--- config.mk ---
export PLATFORM = sky130hd
export DESIGN_NAME = cpu_seq_ctrl
export DESIGN_NICKNAME = d
export VERILOG_FILES = /design/src/rtl/cpu_seq_ctrl.sv
export SDC_FILE = /design/constraint.sdc
export NUM_CORES = 1
export LEC_CHECK = 0
export BUFFER_PORTS_ARGS = -buffer_cell sky130_fd_sc_hd__buf_2
export CAP_MARGIN = 20
export CORE_MARGIN = 2
export CORE_UTILIZATION = 50
export DETAILED_ROUTE_END_ITERATION = 8
export GPL_TIMING_DRIVEN = 0
export PLACE_DENSITY_LB_ADDON = 0.3
export SYNTH_ARGS = -nofsm -noshare
export SYNTH_HDL_FRONTEND = slang
export SYNTH_SLANG_ARGS = --single-unit
--- constraint.sdc ---
create_clock -name clk -period 2.05 [get_ports clk]
set_input_delay 0.1025 -clock clk [delete_from_list [all_inputs] [get_ports clk]]
set_output_delay 0.1025 -clock clk [all_outputs]
set_load 0.005 [all_outputs]
--- src/rtl/cpu_seq_ctrl.sv ---
// cpu_seq_ctrl: multi-cycle fetch/decode/execute/mem/writeback sequencer with halt latch
// and retired-instruction counter.
module cpu_seq_ctrl #(
    parameter int CNT_W = 32
) (
    input  logic             clk,
    input  logic             rst,
    input  logic             branch,
    input  logic             loadStore,
    input  logic             dataRegister,
    input  logic             dataRegisterImm,
    input  logic             setFlags,
    input  logic             halt,
    input  logic             is_store,
    input  logic             branch_taken,
    input  logic             imem_ack,
    input  logic             dmem_ack,
    output logic             imem_req,
    output logic             ir_load,
    output logic             dmem_req,
    output logic             dmem_we,
    output logic             reg_write,
    output logic             flags_write,
    output logic             wb_sel_mem,
    output logic             pc_inc,
    output logic             pc_load,
    output logic             halted,
    output logic [2:0]       state,
    output logic [CNT_W-1:0] retired
);
    typedef enum logic [2:0] {FETCH, DECODE, EXECUTE, MEM, WB, HALT} state_t;
    state_t cur;
    logic active, isBr, isLs, isData, isSf, isStore;
    // active holds the first fetch request off until the first edge after reset release
    always_comb begin
        state       = cur;
        imem_req    = active && cur == FETCH;
        ir_load     = imem_req && imem_ack;
        dmem_req    = cur == MEM;
        dmem_we     = dmem_req && isStore;
        reg_write   = cur == WB;
        wb_sel_mem  = reg_write && isLs;
        flags_write = reg_write && !isLs && isData && isSf;
        pc_load     = cur == EXECUTE && isBr && branch_taken;
        pc_inc      = (cur == EXECUTE && (isBr ? !branch_taken : !isLs && !isData))
                      || (dmem_req && dmem_ack && isStore) || reg_write;
        halted      = cur == HALT;
    end
    always_ff @(posedge clk or negedge rst) begin
        if (!rst) begin
            cur     <= FETCH;
            active  <= 1'b0;
            isBr    <= 1'b0;
            isLs    <= 1'b0;
            isData  <= 1'b0;
            isSf    <= 1'b0;
            isStore <= 1'b0;
            retired <= '0;
        end else begin
            active <= 1'b1;
            if (pc_inc || pc_load)
                retired <= retired + CNT_W'(1);
            case (cur)
                FETCH:   if (ir_load) cur <= DECODE;
                DECODE: begin
                    isBr    <= branch;
                    isLs    <= loadStore;
                    isData  <= dataRegister || dataRegisterImm;
                    isSf    <= setFlags;
                    isStore <= loadStore && is_store;
                    cur     <= halt ? HALT : EXECUTE;
                end
                EXECUTE: cur <= isBr ? FETCH : isLs ? MEM : isData ? WB : FETCH;
                MEM:     if (dmem_ack) cur <= isStore ? FETCH : WB;
                WB:      cur <= FETCH;
                HALT:    cur <= HALT;
                default: cur <= FETCH;
            endcase
        end
    end
endmodule

# ---- After elaboration in Yosys (flattened, before gate mapping)
# Cells that the tools add are included.
dict set report classes {
  addsub 1
  eq_ne 7
  mux 9
  n_reduce_logical 23
}
# op count
set ops {}
lappend ops {{adder 32 x 1 -> 32 bit (second input constant)} 1}
lappend ops {{two-way mux 3 bit} 7}
lappend ops {{case mux 3 bit (5 select lines)} 1}
lappend ops {{logical AND 1 bit} 14}
lappend ops {{== test 3 x 2 -> 1 bit (second input constant)} 2}
lappend ops {{== test 3 bit (second input constant)} 2}
lappend ops {{logical OR 1 bit} 4}
lappend ops {{inequality test 2 bit (second input constant)} 2}
lappend ops {{== test 3 x 1 -> 1 bit (second input constant)} 1}
lappend ops {{logical NOT 1 bit} 3}
lappend ops {{logical NOT 3 bit} 1}
lappend ops {{AND reduction 2 bit} 1}
lappend ops {{two-way mux 1 bit} 1}
dict set report totals {
  register_bits 41
  output_inout_bits 45
  word_cells 48
}

# ---- Longest topological paths before layout
dict set report depth {
  depth_word 7
  ltp_mapped 10
  depth_no_buf 7
}

# ---- Worst setup path before layout
# OpenSTA, ideal clock, no wires.
dict set report synth_path {
  kind {register -> register}
  from {reg cur[0], in the netlist state[0]}
  to {reg retired[18]}
  setup_ps 80
  arrival_time_ps 1724
  t_required_ps 1970
  slack_ps 246
  path_stages_with_launch 11
  path_buffers 3
  cell_sequence {dfrtp_1 buf_6 nor2b_4 nand2_2 inv_2 a221o_1 buf_6 and2_4 buf_6 nand4_1 xnor2_1}
}
dict set report synth_via {
  elab_chain_len 6
  word_cells_on_any_way 11
  cone_classes {eq/ne: 3; reduce/logical: 8}
}
# item line_no
set synth_rtl {}
lappend synth_rtl {{from (decl)} 32} ;# state_t cur;
lappend synth_rtl {{from (signal assigned)} 71} ;# cur <= halt ? HALT : EXECUTE;
lappend synth_rtl {{from (signal assigned)} 73} ;# EXECUTE: cur <= isBr ? FETCH : isLs ? MEM : isData ? WB : FETCH;
lappend synth_rtl {{from (signal assigned)} 74} ;# MEM: if (dmem_ack) cur <= isStore ? FETCH : WB;
lappend synth_rtl {{== test 3 x 2 -> 1 bit} 39} ;# dmem_req = cur == MEM;
lappend synth_rtl {{named net dmem_req} 20} ;# output logic dmem_req,
lappend synth_rtl {{logical AND 1 bit (2 in series)} 46} ;# || (dmem_req && dmem_ack && isStore) || reg_write;
lappend synth_rtl {{logical OR 1 bit (2 in series)} 46}
lappend synth_rtl {{logical OR 1 bit} 61} ;# if (pc_inc || pc_load)
lappend synth_rtl {{to (signal assigned)} 62} ;# retired <= retired + CNT_W'(1);
lappend synth_rtl {{to (decl)} 29} ;# output logic [CNT_W-1:0] retired
# The timed path passes the listed nets, and every way through them passes these cells.
# A chain may end at the register's enable or synchronous reset.

# ---- Worst setup path in the final report
dict set report layout_path {
  from {reg cur[0], in the netlist state[0]}
  to {reg retired[15]}
}
dict set report layout_via {
  elab_chain_len 6
  word_cells_on_any_way 11
  cone_classes {eq/ne: 3; reduce/logical: 8}
}
# item line_no
set layout_rtl {}
lappend layout_rtl {{== test 3 x 2 -> 1 bit} 39}
lappend layout_rtl {{logical AND 1 bit (2 in series)} 46}
lappend layout_rtl {{logical OR 1 bit (2 in series)} 46}
lappend layout_rtl {{logical OR 1 bit *} 61}
# Mark *: on every way between the ends. The rest lies on a longest branch, timed or not.

==> flow_metrics.env <==
export IMPL_outcome="completed"
export IMPL_num_vias=1634
export IMPL_grt_ovfl_total=0
export IMPL_critical_path_peak_fanout=10
export IMPL_core_um2=4029
export IMPL_fin_setup_tns_ns=0
export IMPL_critPathBufInv=4
export IMPL_critPathLaunch="state[0]"
export IMPL_ys_warn_count=0
export IMPL_final_cell_mix="buf_2 (56), dfrtp_1 (41), xnor2_1 (17)"
export IMPL_synth_seq_cells=41
export IMPL_synth_main_ff_cell="dfrtp_1"
export IMPL_cpPeakStageDelay_ns=0.38
export IMPL_ys_seq_area_share_pct=48.35
export IMPL_setup_viol=0
export IMPL_dieArea_um2=4781
export IMPL_ant_nets=0
export IMPL_crit_required_ns=2.26
export IMPL_grt_max_degree=42
export IMPL_drtIter0Drc=85
export IMPL_slew_limit_headroom_pct=39.86
export IMPL_initial_utilization_pct=52.67
export IMPL_drt_pass1_iter_count=4
export IMPL_cts_buffers=5
export IMPL_synth_edf_count=0
export IMPL_synthArstFlopShare_pct=100.0
export IMPL_synth_cell_type_count=41
export IMPL_postSynthAreaPerCell_um2=10.72
export IMPL_clock_sinks=41
export IMPL_synth_cells=198
export IMPL_dpl_hpwl_um=2987
export IMPL_grt_pass1_vias=1511
export IMPL_nNetsFinal=275
export IMPL_cp_common_cell="buf_6"
export IMPL_grt_pass1_wl_um=7044
export IMPL_worst_slew_pin_slew_ns=0.9020
export IMPL_clk_latency_ns=0.29
export IMPL_synthesis_nets=211
export IMPL_fin_crit_sh_pct=93.48
export IMPL_hp_class="input pin to flop"
export IMPL_timing_final_ws_setup_ns=0.1337
export IMPL_max_freq_mhz=521.8
export IMPL_slew_violations=0
export IMPL_post_place_ws_ns=0.1559
export IMPL_worstPathArrival_ns=2.13
export IMPL_viasPerCell=5.220
export IMPL_pwr_density_cell_nw_per_um2=938.0
export IMPL_die_width_um=69.15
export IMPL_die_h_um=69.15
export IMPL_cts_setup_buffers=0
export IMPL_rsz0062_at_grt="no"
export IMPL_antenna_found_initial=0
export IMPL_place_gp_congestion=0.8968
export IMPL_mostFrequentLayoutCell="buf_2"
export IMPL_area_growth_pct=21.82
export IMPL_crit_chain="buf_6 -> nor2b_4 -> nand2_2 -> inv_2 -> a221o_1 -> buf_6 -> and2_4 -> buf_6 -> nand4b_1 -> xnor2_1"
export IMPL_io_buffer_count=56
export IMPL_min_from="branch"
export IMPL_hold_viol=0
export IMPL_cts_htree_levels=2
export IMPL_endpoint_kind="flop"
export IMPL_start_kind="flop"
export IMPL_vdd_drop_max_mv=0.7076
export IMPL_cts_tree="done"
export IMPL_path_class="flop to flop"
export IMPL_drc=0
export IMPL_r2r_start="state[0]"
export IMPL_ctsLongestPathBuffers=2
export IMPL_critPathTopFamily="simple AND/OR/NAND/NOR gates"
export IMPL_syn_area_um2=2122
export IMPL_skew_ns=0.005208
export IMPL_root_buffer="clkbuf_8"
export IMPL_wl_per_cell_um=13.42
export IMPL_track_usage_pct=17.94
export IMPL_clk_pin_slew_worst_paths_ns=0.08
export IMPL_fp_row_count=23
export IMPL_drive_above_1_share_pct=33.46
export IMPL_num_io_pins=57
export IMPL_routed_wl_um=4202
export IMPL_n_antenna_cell=0
export IMPL_crit_path_top_delay_cell="dfrtp_1"
export IMPL_leakagePower_uw=0.001309
export IMPL_fin_crit_ns=1.916
export IMPL_max_cap_violations=0
routing by layer:
layer	share of wire (%)	vias to the layer above	global-route usage, %
met2	48	60	27.99
met3	5.6	7	4.094
met5	0	-	0
li1	-	814	-
met4	1.4	0	6.972
met1	45	753	24.31
final timing paths:
path	endpoint	slack, ns	depth (start not counted)
worst max-delay path	retired[15]	0.13	10
worst min-delay path	isBr	0.01	3
worst max register to register	retired[15]	0.13	10
worst min register to register	retired[31]	0.47	1
max in group asynchronous	state[2]	1.01	2
min in group asynchronous	retired[24]	0.48	2
kinds of logic after synthesis:
group / share of synthesized area, %
buffers and inverters: 4.068
DFF: 48.35
adders and majority gates: 0.5895
other: 0.1767
AOI/OAI and AO/OA: 4.658
and+or+nand+nor: 27.77
xor gates and xnor gates: 12.79
muxes: 1.592
synth_stat cells (2+ instances only):
master	number	area (um^2)
dfrtp_1	41	1026
xnor2_1	17	148.9
nor2_1	14	52.55
xor2_1	14	122.6
nand3_1	12	60.06
nand2_1	11	41.29
inv_1	10	37.54
nand4_1	9	56.30
nor3_1	9	45.04
a21oi_1	7	35.03
and2_1	5	31.28
nor4_2	5	62.56
and3_1	4	25.02
o21ai_0	4	20.02
buf_6	3	33.78
clkbuf_1	3	11.26
mux2_2	3	33.78
and4_1	2	17.52
nand2_2	2	12.51
nor3b_1	2	15.01
per-stage QoR:
stage               std cells  total power [uW]  hold slack [ns]  instance area [um^2]  utilization [%]
floorplan                 198              1618          -0.1931                  2122                -
global placement          304              1858           0.2845                  2465            61.18
detailed placement        304              1872           0.2875                  2465            61.18
CTS                       313              2451         0.009263                  2576            63.94
global route              313              2592          0.04131                  2585            64.16
finish                    313              2425          0.01493                  2585            64.16
layout make-up:
cell class	instances	area [um^2]
fillers	352	1444
well taps	50	62.56
clock buffers	7	96.34
flip-flops and latches	41	1026
clock inverters	1	5.005
multi-input cells	140	1018
plain buffers	6	45.04
repair buffers	57	290.3
inverters	11	41.29
flip-flops by register name, indices dropped and copies added, names as in the netlist:
signal,cells
retired,32
state,3
active,1
isBr,1
isData,1
isLs,1
isSf,1
isStore,1
report_power, final:
group | internal [uW] | switching [uW]
sequential | 929 | 173
combinational | 368 | 383
clock | 304 | 267
worst register-to-register path, stage by stage (launching register included):
cell and delay [ns]:
dfrtp_1 0.38, buf_6 0.14, nor2b_4 0.13, nand2_2 0.11
inv_2 0.06, a221o_1 0.32, buf_6 0.15, and2_4 0.16
buf_6 0.13, nand4b_1 0.11, xnor2_1 0.14
what timing repair did:
item                                   CTS  global route
endpoints found under the hold margin   41             0
gates resized for setup                  0             1
hold buffers                             1             0
setup endpoints to repair                0             1
Note: power is estimated with default switching activity, not from simulation.
